## config.mk

```make
export PLATFORM = sky130hd
export DESIGN_NAME = mem_bus_arbiter
export DESIGN_NICKNAME = d
export VERILOG_FILES = /design/src/rtl/mem_bus_pkg.sv /design/src/rtl/mem_bus_watchdog.sv /design/src/rtl/mem_bus_arbiter.sv
export SDC_FILE = /design/constraint.sdc
export NUM_CORES = 1
export LEC_CHECK = 0
export CAP_MARGIN = 10
export CORE_AREA = 2 2 121 123
export DETAILED_ROUTE_END_ITERATION = 7
export DIE_AREA = 0 0 123 125
export GPL_TIMING_DRIVEN = 0
export HOLD_SLACK_MARGIN = 0.15
export PLACE_DENSITY = 0.71
export SKIP_LAST_GASP = 1
export SLEW_MARGIN = 20
export SYNTH_ARGS = -nofsm -noshare
export SYNTH_HDL_FRONTEND = slang
export SYNTH_SLANG_ARGS = --single-unit
```

## constraint.sdc

```tcl
create_clock -name clk -period 1.5 [get_ports clk]
set_input_delay 0.3 -clock clk [delete_from_list [all_inputs] [get_ports clk]]
set_output_delay 0.3 -clock clk [all_outputs]
set_load 0.02 [all_outputs]
```

## src/rtl/mem_bus_pkg.sv

```systemverilog
// Shared types and constants for the two-master
// native memory bus arbiter.
package mem_bus_pkg;
  localparam int ADDR_W = 32;
  localparam int DATA_W = 32;
  localparam int STRB_W = 4;

  localparam logic [DATA_W-1:0] ERR_RDATA_DEF =
    32'hDEAD_BEEF;

  typedef enum logic {
    IDLE = 1'b0,
    BUSY = 1'b1
  } state_e;

  typedef logic owner_t;
endpackage

```

## src/rtl/mem_bus_watchdog.sv

```systemverilog
// Busy-cycle counter that flags the terminal cycle
// of a hung transfer; disabled when TIMEOUT_CYCLES=0.
module mem_bus_watchdog #(
  parameter int TIMEOUT_CYCLES = 255
) (
  input  logic clk,
  input  logic resetn,
  input  logic clr_i,
  input  logic busy_i,
  input  logic s_ready_i,
  output logic fire_o
);
  localparam int CW = (TIMEOUT_CYCLES > 0) ?
    $clog2(TIMEOUT_CYCLES + 1) : 1;
  localparam logic [CW-1:0] TERM =
    CW'(TIMEOUT_CYCLES - 1);
  localparam logic [CW-1:0] SAT = '1;

  logic [CW-1:0] cnt_q, cnt_d;

  // Clear on grant, count stalled busy cycles, saturate.
  always_comb begin
    cnt_d = cnt_q;
    if (clr_i) begin
      cnt_d = '0;
    end else if (busy_i && !s_ready_i &&
                 cnt_q != SAT) begin
      cnt_d = cnt_q + CW'(1);
    end
  end

  // Counter register.
  always_ff @(posedge clk or negedge resetn) begin
    if (!resetn) cnt_q <= '0;
    else         cnt_q <= cnt_d;
  end

  assign fire_o = (TIMEOUT_CYCLES != 0) && busy_i &&
                  (cnt_q == TERM);
endmodule

```

## src/rtl/mem_bus_arbiter.sv

```systemverilog
// Round-robin arbiter between the core and a loader
// onto one native-protocol slave, with a watchdog.
module mem_bus_arbiter
  import mem_bus_pkg::*;
#(
  parameter int TIMEOUT_CYCLES = 255,
  parameter logic [DATA_W-1:0] ERR_RDATA =
    ERR_RDATA_DEF
) (
  input  logic              clk,
  input  logic              resetn,
  input  logic              m0_valid,
  input  logic              m0_instr,
  input  logic [ADDR_W-1:0] m0_addr,
  input  logic [DATA_W-1:0] m0_wdata,
  input  logic [STRB_W-1:0] m0_wstrb,
  output logic              m0_ready,
  output logic [DATA_W-1:0] m0_rdata,
  input  logic              m1_valid,
  input  logic [ADDR_W-1:0] m1_addr,
  input  logic [DATA_W-1:0] m1_wdata,
  input  logic [STRB_W-1:0] m1_wstrb,
  output logic              m1_ready,
  output logic [DATA_W-1:0] m1_rdata,
  output logic              s_valid,
  output logic              s_instr,
  output logic [ADDR_W-1:0] s_addr,
  output logic [DATA_W-1:0] s_wdata,
  output logic [STRB_W-1:0] s_wstrb,
  input  logic              s_ready,
  input  logic [DATA_W-1:0] s_rdata,
  output logic              grant_id,
  output logic              bus_error
);
  state_e state_q, state_d;
  owner_t owner_q, owner_d;
  owner_t last_q, last_d;

  logic busy, own_valid, grant;
  logic wd_fire, tmo, done, fin;
  logic [DATA_W-1:0] rsel;

  assign busy      = (state_q == BUSY);
  assign own_valid = owner_q ? m1_valid : m0_valid;
  assign grant     = !busy && (m0_valid || m1_valid);

  mem_bus_watchdog #(
    .TIMEOUT_CYCLES(TIMEOUT_CYCLES)
  ) u_wd (
    .clk      (clk),
    .resetn   (resetn),
    .clr_i    (grant),
    .busy_i   (busy),
    .s_ready_i(s_ready),
    .fire_o   (wd_fire)
  );

  // A real completion in the terminal cycle beats the timeout.
  assign tmo  = busy && own_valid && wd_fire && !s_ready;
  assign done = s_valid && s_ready;
  assign fin  = done || tmo;

  // Slave request mux; zero while idle.
  always_comb begin
    s_valid = busy && own_valid && !tmo;
    s_instr = 1'b0;
    s_addr  = '0;
    s_wdata = '0;
    s_wstrb = '0;
    if (busy) begin
      if (owner_q) begin
        s_addr  = m1_addr;
        s_wdata = m1_wdata;
        s_wstrb = m1_wstrb;
      end else begin
        s_instr = m0_instr;
        s_addr  = m0_addr;
        s_wdata = m0_wdata;
        s_wstrb = m0_wstrb;
      end
    end
  end

  // Response routing: only the owner sees ready/data.
  always_comb begin
    rsel     = tmo ? ERR_RDATA : s_rdata;
    m0_ready = fin && !owner_q;
    m1_ready = fin && owner_q;
    m0_rdata = m0_ready ? rsel : '0;
    m1_rdata = m1_ready ? rsel : '0;
  end

  assign bus_error = tmo;
  assign grant_id  = owner_q;

  // Grant / release state machine.
  always_comb begin
    state_d = state_q;
    owner_d = owner_q;
    last_d  = last_q;
    unique case (state_q)
      IDLE: begin
        if (grant) begin
          state_d = BUSY;
          if (m0_valid && m1_valid) owner_d = !last_q;
          else                      owner_d = m1_valid;
        end
      end
      BUSY: begin
        if (fin || !own_valid) begin
          state_d = IDLE;
          last_d  = owner_q;
        end
      end
      default: state_d = IDLE;
    endcase
  end

  // State registers; m0 wins the first tie.
  always_ff @(posedge clk or negedge resetn) begin
    if (!resetn) begin
      state_q <= IDLE;
      owner_q <= 1'b0;
      last_q  <= 1'b1;
    end else begin
      state_q <= state_d;
      owner_q <= owner_d;
      last_q  <= last_d;
    end
  end
endmodule

```

==> run_results.csv, run 1 <==
group,metric,value,unit
status,outcome,"complete, but fails checks",
status,violations,"negative setup slack",
placement,hpwl,12.2,mm
logic_synthesis,synth-edff-count,0,
pwr,switching_share,42.7,%
sta,rsz0062_at_grt,"yes",
sta,fin_crit,2.01,ns
logic_synthesis,syn_avg_cell_area,6.74,sq um
cts,cts_max_level,1,
grt,grt_use_met2,37.1,%
pwr,p_switching,0.00475,W
logic_synthesis,synth_largest_area_cell,"mux2i_1",
logic_synthesis,ys_seq_elements,11,
worst_setup_path,reg2regPathDepth,8,
worst_setup_path,r2r_end,"busy$_DFF_PN0_",
cts,clk_pin_slew_worst_paths,0.04,ns
sta,min_period_over_period,134,%
worst_setup_path,r2r-start,"u_wd.cnt_q[7]$_DFFE_PN0P_",
pwr,p_int,0.00638,W
logic_synthesis,synth.most_common_cell,"nor2_1",
grt,antenna_found_initial,1,
worst_hold_path,hp-class,"in -> async",
grt,grt_overflow,0,
routing,wire_per_inst,19.5,um
placement,placed_cells,825,
worst_setup_path,worstSetupStartpointType,"flip-flop",
routing,drtIter0Drc,142,
cts,cts_tree,"yes",
placement,preCtsSetupSlack,-1.17,ns
cts,cts_hold_buf,0,
routing,wirelength,17.7,mm
routing,drtPass1Iterations,5,
layout,area_delta_synth_final,271,%
floorplanning,die_area,15400,sq um
worst_setup_path,critical_path.most_common_cell,"buf_12",
placement,place_congestion,0.887,
worst_setup_path,crit_path_max_incr_delay,0.34,ns
logic_synthesis,synth_cells,332,
layout,stdcell_count,905,
logic_synthesis,async_reset_ff_share,100,%
sta,hold_viol,0,
worst_setup_path,reg2reg_slack,-0.13,ns
cts,clock_latency,0.24,ns
grt,top_usage_layer,"met2",
grt,grt_max_degree,12,
logic_synthesis,ys_top_cells_by_count,"nor2_1, mux2i_1, a21oi_1",
sta,setup_viol,141,
pwr,comb_power_share,91.5,%
sta,drv_slew,0,
worst_setup_path,cp.buffers_inverters,3,
worst_setup_path,critical_path.top_delay_family,"simple AND/OR/NAND/NOR gates",
pwr,clkPwrFrac,4.5,%
logic_synthesis,ys.flop_type,"dfrtp_1",
pwr,ir_worst_vdd,0.000609,V
logic_synthesis,synth.yosys.seq_area_share,12.4,%
logic_synthesis,ys_warn_count,0,
floorplanning,core.rowCount,44,
worst_setup_path,path_cells,"and4_1, and3_4, nand3b_4, buf_12, buf_12, a21oi_2, buf_4",
routing,vias,4162,
grt,first_global_vias,4231,
logic_synthesis,synth_area_leaders,"mux2i_1, nor2_1, a21oi_1",
sta,setup_slack,-0.512,ns
logic_synthesis,ys_types,33,
floorplanning,start_util,15.8,%
pwr,pwr-share-seq,4.1,%
floorplanning,die_h,125,um
floorplanning,die_x,123,um
sta,maxSlewHeadroom,63.0,%
sta,tightest_slew,0.552,ns
cts,cts_root_buffer,"clkbuf_16",
logic_synthesis,netlist_area,2240,sq um
grt,grt_util_met1,20.9,%
pwr,p_leak,3.29,nW
cts,cts_buffers,3,
routing,drc,0,
placement,io_buffers,309,
logic_synthesis,synth_top_area_share,31.8,%
grt,grt_pass1_wl,23.9,mm
worst_setup_path,crit_path_end_kind,"primary output",
routing,ant_nets,0,
sta,clock_skew,0.00334,ns
pwr,p_per_area,1340,nW/um^2
logic_synthesis,syn_nets,508,
worst_setup_path,crit_arrival,1.71,ns
routing,vias_per_cell,4.60,
grt,grt_use_met3,4.52,%
floorplanning,ios,312,
worst_setup_path,path_max_fanout,10,
layout,drive_gt1_share,62.2,%
layout,fin_nets,897,
flow_run,cap_violations,0,
grt,grt_use_total,19.9,%
worst_setup_path,cp.required,1.20,ns
cts,cts.sinks,11,
sta,timing.fmax,497,MHz
worst_setup_path,crit_slowest_cell,"dfrtp_1",
floorplanning,core_area,14200,sq um
sta,tns,-52.87,ns
cts,clock_path_buffers,2,
worst_setup_path,worstSetupPathType,"reg -> out",
worst max-delay path by stage:
stage,from,endpoint,slack (ns),depth (start not counted)
6_report,u_wd.cnt_q[5]$_DFFE_PN0P_,m0_rdata[2],-0.51,7
5_1_grt,u_wd.cnt_q[4]$_DFFE_PN0P_,m0_rdata[2],-0.61,7
4_1_cts,u_wd.cnt_q[5]$_DFFE_PN0P_,m1_rdata[12],-0.51,7
3_5_place_dp,m1_valid,m1_rdata[25],-1.17,5
3_3_place_gp,m1_valid,m1_rdata[25],-1.15,5
2_1_floorplan,u_wd.cnt_q[7]$_DFFE_PN0P_,m1_rdata[1],-0.16,5
logic make-up (layout without fill, tap and decap cells):
family / after synthesis / after routing / share of synthesized area, %
AOI/OAI and AO/OA: 68 / 68 / 16.4
adders and majority gates: 2 / 2 / 1.12
buffers and inverters: 37 / 425 / 8.56
DFF: 11 / 11 / 12.4
muxes: 72 / 72 / 32.3
other: 0 / 1 / 0
and+or+nand+nor: 142 / 142 / 29.3
worst reg2reg max path, cell delays in order (launching register included):
cell and delay (ns):
dfrtp_1 0.37, and4_1 0.21, and3_4 0.17, buf_4 0.13, buf_6 0.11, a21oi_4 0.22, buf_6 0.13, buf_4 0.10
a31o_2 0.13
area by class of cell:
cell class	instances	area (sq um)
fill	1110	5910
sequential	11	278
tap	184	230
buffer	32	503
inverter	5	23.8
timing repair buffer	384	4080
multi-input combinational	284	3090
clock buffer	4	78.8
antenna	1	2.50
per-layer routing:
metal	wire length, um	up-vias	part of all wire, %
li1	-	1946	-
met1	6250	1969	35
met2	9190	206	52
met3	1480	41	8.4
met4	758	0	4.3
met5	0	-	0
power by group through the flow:
stage / Combinational (W) / Sequential, W / Clock [W]
floorplan: 0.00365 / 0.000453 / 0
global placement: 0.00618 / 0.000448 / 0
detailed placement: 0.00624 / 0.000457 / 0
CTS: 0.00834 / 0.000454 / 0.000504
global route: 0.0106 / 0.000462 / 0.000522
finish: 0.0102 / 0.000451 / 0.000495
flip-flops by register name, summed over array words and instances, names as in the netlist:
name and cells:
u_wd.cnt_q 8, busy 1, grant_id 1, last_q 1
stage by stage:
| stage | hold WS (ns) | total power [W] | cell area, sq um | utilization (%) |
|---|---|---|---|---|
| 6_report | 0.396 | 0.0111 | 8290 | 58.4 |
| 5_1_grt | 0.429 | 0.0116 | 8290 | 58.4 |
| 4_1_cts | 0.410 | 0.00930 | 7480 | 52.6 |
| 3_5_place_dp | 0.524 | 0.00670 | 6240 | 43.9 |
| 3_3_place_gp | 0.509 | 0.00662 | 6240 | 43.9 |
| 2_1_floorplan | 0.00441 | 0.00410 | 2910 | - |
what timing repair did:
item                                    CTS  global route
cloned                                    8             1
buffers inserted                         38            29
pin swaps                                12            24
endpoints found under the setup margin  141           143
gates resized for setup                 774           257
cells in the final DEF, fill, tap and decap left out, types with 4 or more instances in the layout:
master           Yosys  layout
a21oi_4              0      46
and3_4               1      15
buf_12               0      25
buf_16               0       5
buf_2               12       6
buf_4                0      49
buf_6                5     137
buf_8                0       4
clkbuf_1            13       6
clkbuf_16            0       8
clkbuf_8             0       5
clkdlybuf4s50_1      0     170
dfrtp_1             10       9
inv_1                5       4
mux2i_1             71      19
mux2i_2              0      20
mux2i_4              0      32
nand2_1             32      31
nor2_2               0      71
o21ai_0              6       6
Note: power is estimated with default switching activity, not from simulation.
==> inputs of run 2 (changes only) <==
--- a/config.mk
+++ b/config.mk
@@ -9,6 +9,7 @@
 export CORE_AREA = 2 2 121 123
 export DETAILED_ROUTE_END_ITERATION = 7
 export DIE_AREA = 0 0 123 125
+export GPL_ROUTABILITY_DRIVEN = 0
 export GPL_TIMING_DRIVEN = 0
 export HOLD_SLACK_MARGIN = 0.15
 export PLACE_DENSITY = 0.71
==> results of run 2 <==
Same layout as run 1: the final DEF is identical, and so are final timing and power.
==> inputs of run 3 (changes only) <==
--- a/config.mk
+++ b/config.mk
@@ -7,12 +7,14 @@
 export LEC_CHECK = 0
 export CAP_MARGIN = 10
 export CORE_AREA = 2 2 121 123
+export CTS_CLUSTER_DIAMETER = 150
 export DETAILED_ROUTE_END_ITERATION = 7
 export DIE_AREA = 0 0 123 125
 export GPL_ROUTABILITY_DRIVEN = 0
 export GPL_TIMING_DRIVEN = 0
 export HOLD_SLACK_MARGIN = 0.15
 export PLACE_DENSITY = 0.71
+export SETUP_SLACK_MARGIN = 0.02
 export SKIP_LAST_GASP = 1
 export SLEW_MARGIN = 20
 export SYNTH_ARGS = -nofsm -noshare
==> run 3 against run 2 <==
Effect of this change:
- the run still ends with negative setup slack left
- routed wire length up 4.4%
- setup slack worse by 0.017 ns
- fmax down 0.85%
- critical endpoint is now m0_rdata[10]
- largest cell class unchanged
==> run_results.csv, run 3 (synthesis results as in run 1) <==
group,metric,value,unit
status,outcome,"complete, but fails checks",
status,violations,"negative setup slack",
routing,vias,4183,
pwr,ir_worst_vdd,0.000577,V
sta,maxSlewHeadroom,64.6,%
sta,hold_viol,0,
sta,clock_skew,0.00157,ns
routing,wirelength,18.4,mm
grt,grt_overflow,0,
worst_setup_path,path_cells,"buf_6, nand3b_1, clkbuf_8, a21oi_4, buf_6",
placement,placed_cells,825,
pwr,power,0.0118,W
routing,wire_per_inst,20.3,um
cts,clock_path_buffers,2,
worst_setup_path,crit_path_end_kind,"primary output",
grt,grt_max_degree,12,
grt,grt_pass1_wl,25.0,mm
layout,nFillCells,1073,
cts,clk_pin_slew_worst_paths,0.04,ns
worst_setup_path,cp.required,1.20,ns
floorplanning,ios,312,
cts,clock_latency,0.24,ns
routing,ant_nets,0,
sta,drv_slew,0,
worst_setup_path,crit_slowest_cell,"dfrtp_2",
layout,fin_nets,902,
cts,cts_max_level,1,
layout,layout_common_cells,"clkdlybuf4s50_1, buf_6, mux2i_4, a21oi_4, nor2_2",
sta,setup_viol,140,
sta,timing.fmax,493,MHz
layout,largest_register_ffs,8,
placement,io_buffers,309,
worst_setup_path,crit_path_max_incr_delay,0.43,ns
worst_setup_path,reg2reg_slack,-0.04,ns
layout,final_common_cell,"clkdlybuf4s50_1",
cts,cts_tree,"yes",
grt,first_global_vias,4480,
worst_setup_path,critical_path.most_common_cell,"buf_6",
floorplanning,die_h,125,um
sta,setup_slack,-0.530,ns
floorplanning,start_util,15.8,%
floorplanning,core.rowCount,44,
floorplanning,die_x,123,um
worst_setup_path,crit_arrival,1.73,ns
worst_setup_path,r2r_end,"busy$_DFF_PN0_",
layout,drive_gt1_share,64.0,%
worst_setup_path,reg2regPathDepth,7,
routing,vias_per_cell,4.60,
sta,min_period_over_period,135,%
flow_run,cap_violations,0,
grt,antenna_found_initial,3,
layout,multi_input_area,3460,sq um
worst_hold_path,hp-class,"in -> async",
layout,stdcell_count,910,
cts,cts_buffers,3,
placement,hpwl,12.1,mm
worst_setup_path,critical_path.top_delay_family,"buffers and inverters",
sta,rsz0062_at_grt,"yes",
layout,area_delta_synth_final,295,%
pwr,p_leak,3.40,nW
worst_setup_path,worstSetupPathType,"reg -> out",
cts,cts.sinks,11,
pwr,p_per_area,1340,nW/um^2
worst_setup_path,crit_start,"grant_id$_DFFE_PN0P_",
worst_setup_path,worstSetupStartpointType,"flip-flop",
cts,cts_root_buffer,"clkbuf_16",
worst_setup_path,path_max_fanout,10,
layout,seq_area,278,sq um
layout,post-route-util,62.2,%
floorplanning,core_area,14200,sq um
worst_setup_path,cp.buffers_inverters,3,
routing,drtPass1Iterations,4,
routing,drtIter0Drc,98,
grt,grt_use_total,20.9,%
sta,tightest_slew,0.529,ns
layout,regMostFlops,"u_wd.cnt_q",
worst_setup_path,r2r-start,"u_wd.cnt_q[7]$_DFFE_PN0P_",
floorplanning,die_area,15400,sq um
sta,fin_crit,2.03,ns
routing,drc,0,
-- run 3: changes by cell type in the layout (fill, tap and decap cells not counted), moves of 4 or more --
cell,change
buf_6,+11
clkbuf_16,+5
mux2i_4,+18
nor2_2,-24
buf_4,-4
buf_2,-4
mux2i_2,-12
buf_8,+5
mux2i_1,-6
nor2_4,+24
-- run 3: layout make-up --
| cell class | count | share of cell area, % |
|---|---|---|
| inverters | 5 | 0.354 |
| clock buffers | 4 | 0.893 |
| repair buffers | 391 | 48.3 |
| multi-input cells | 284 | 39.1 |
| plain buffers | 30 | 5.51 |
| flip-flops and latches | 11 | 3.15 |
| well taps | 184 | 2.61 |
| diodes | 1 | 0.0283 |
-- run 3: worst max path at each step --
stage | cells past startpoint | slack [ns] | endpoint
2_1_floorplan | 5 | -0.16 | m1_rdata[1]
3_3_place_gp | 5 | -1.13 | m1_rdata[23]
3_5_place_dp | 5 | -1.16 | m1_rdata[19]
4_1_cts | 7 | -0.52 | m0_rdata[10]
5_1_grt | 5 | -0.57 | m0_rdata[10]
6_report | 5 | -0.53 | m0_rdata[10]
-- run 3: metrics by stage --
step                TNS (ns)  worst slack [ns]  area [sq um]  hold WS [ns]
floorplan              -6.19            -0.160          3030       0.00441
global placement     -105.17             -1.13          6360         0.510
detailed placement   -109.87             -1.16          6360         0.535
CTS                   -54.38            -0.516          7950         0.424
global route          -57.12            -0.569          8830         0.463
finish                -50.59            -0.530          8830         0.409
-- run 3: timing repair --
action,CTS,global route
pin swaps,17,31
setup buffers,52,21
gates resized for setup,930,181
endpoints found under the hold margin,0,0
hold buffers,0,0
endpoints found under the setup margin,146,144
gates cloned,10,7
-- run 3: worst reg2reg max path: stages, from the launching register on --
cell and delay, ns:
dfrtp_1 0.37, and4_4 0.20, and3_4 0.16, buf_4 0.13
buf_6 0.12, a21oi_4 0.22, buf_6 0.13, a31o_2 0.14
-- run 3: power breakdown --
part | internal, W | switching [W]
combinational | 0.00599 | 0.00487
sequential | 0.000376 | 0.0000761
clock | 0.000358 | 0.000139
-- run 3: per-layer routing --
layer	track usage (%)	vias to the layer above	share of wire (%)
li1	-	1957	-
met4	7.15	4	3.1
met2	39.0	219	53
met5	0	-	0.12
met1	21.7	1962	35
met3	6.30	41	9.4
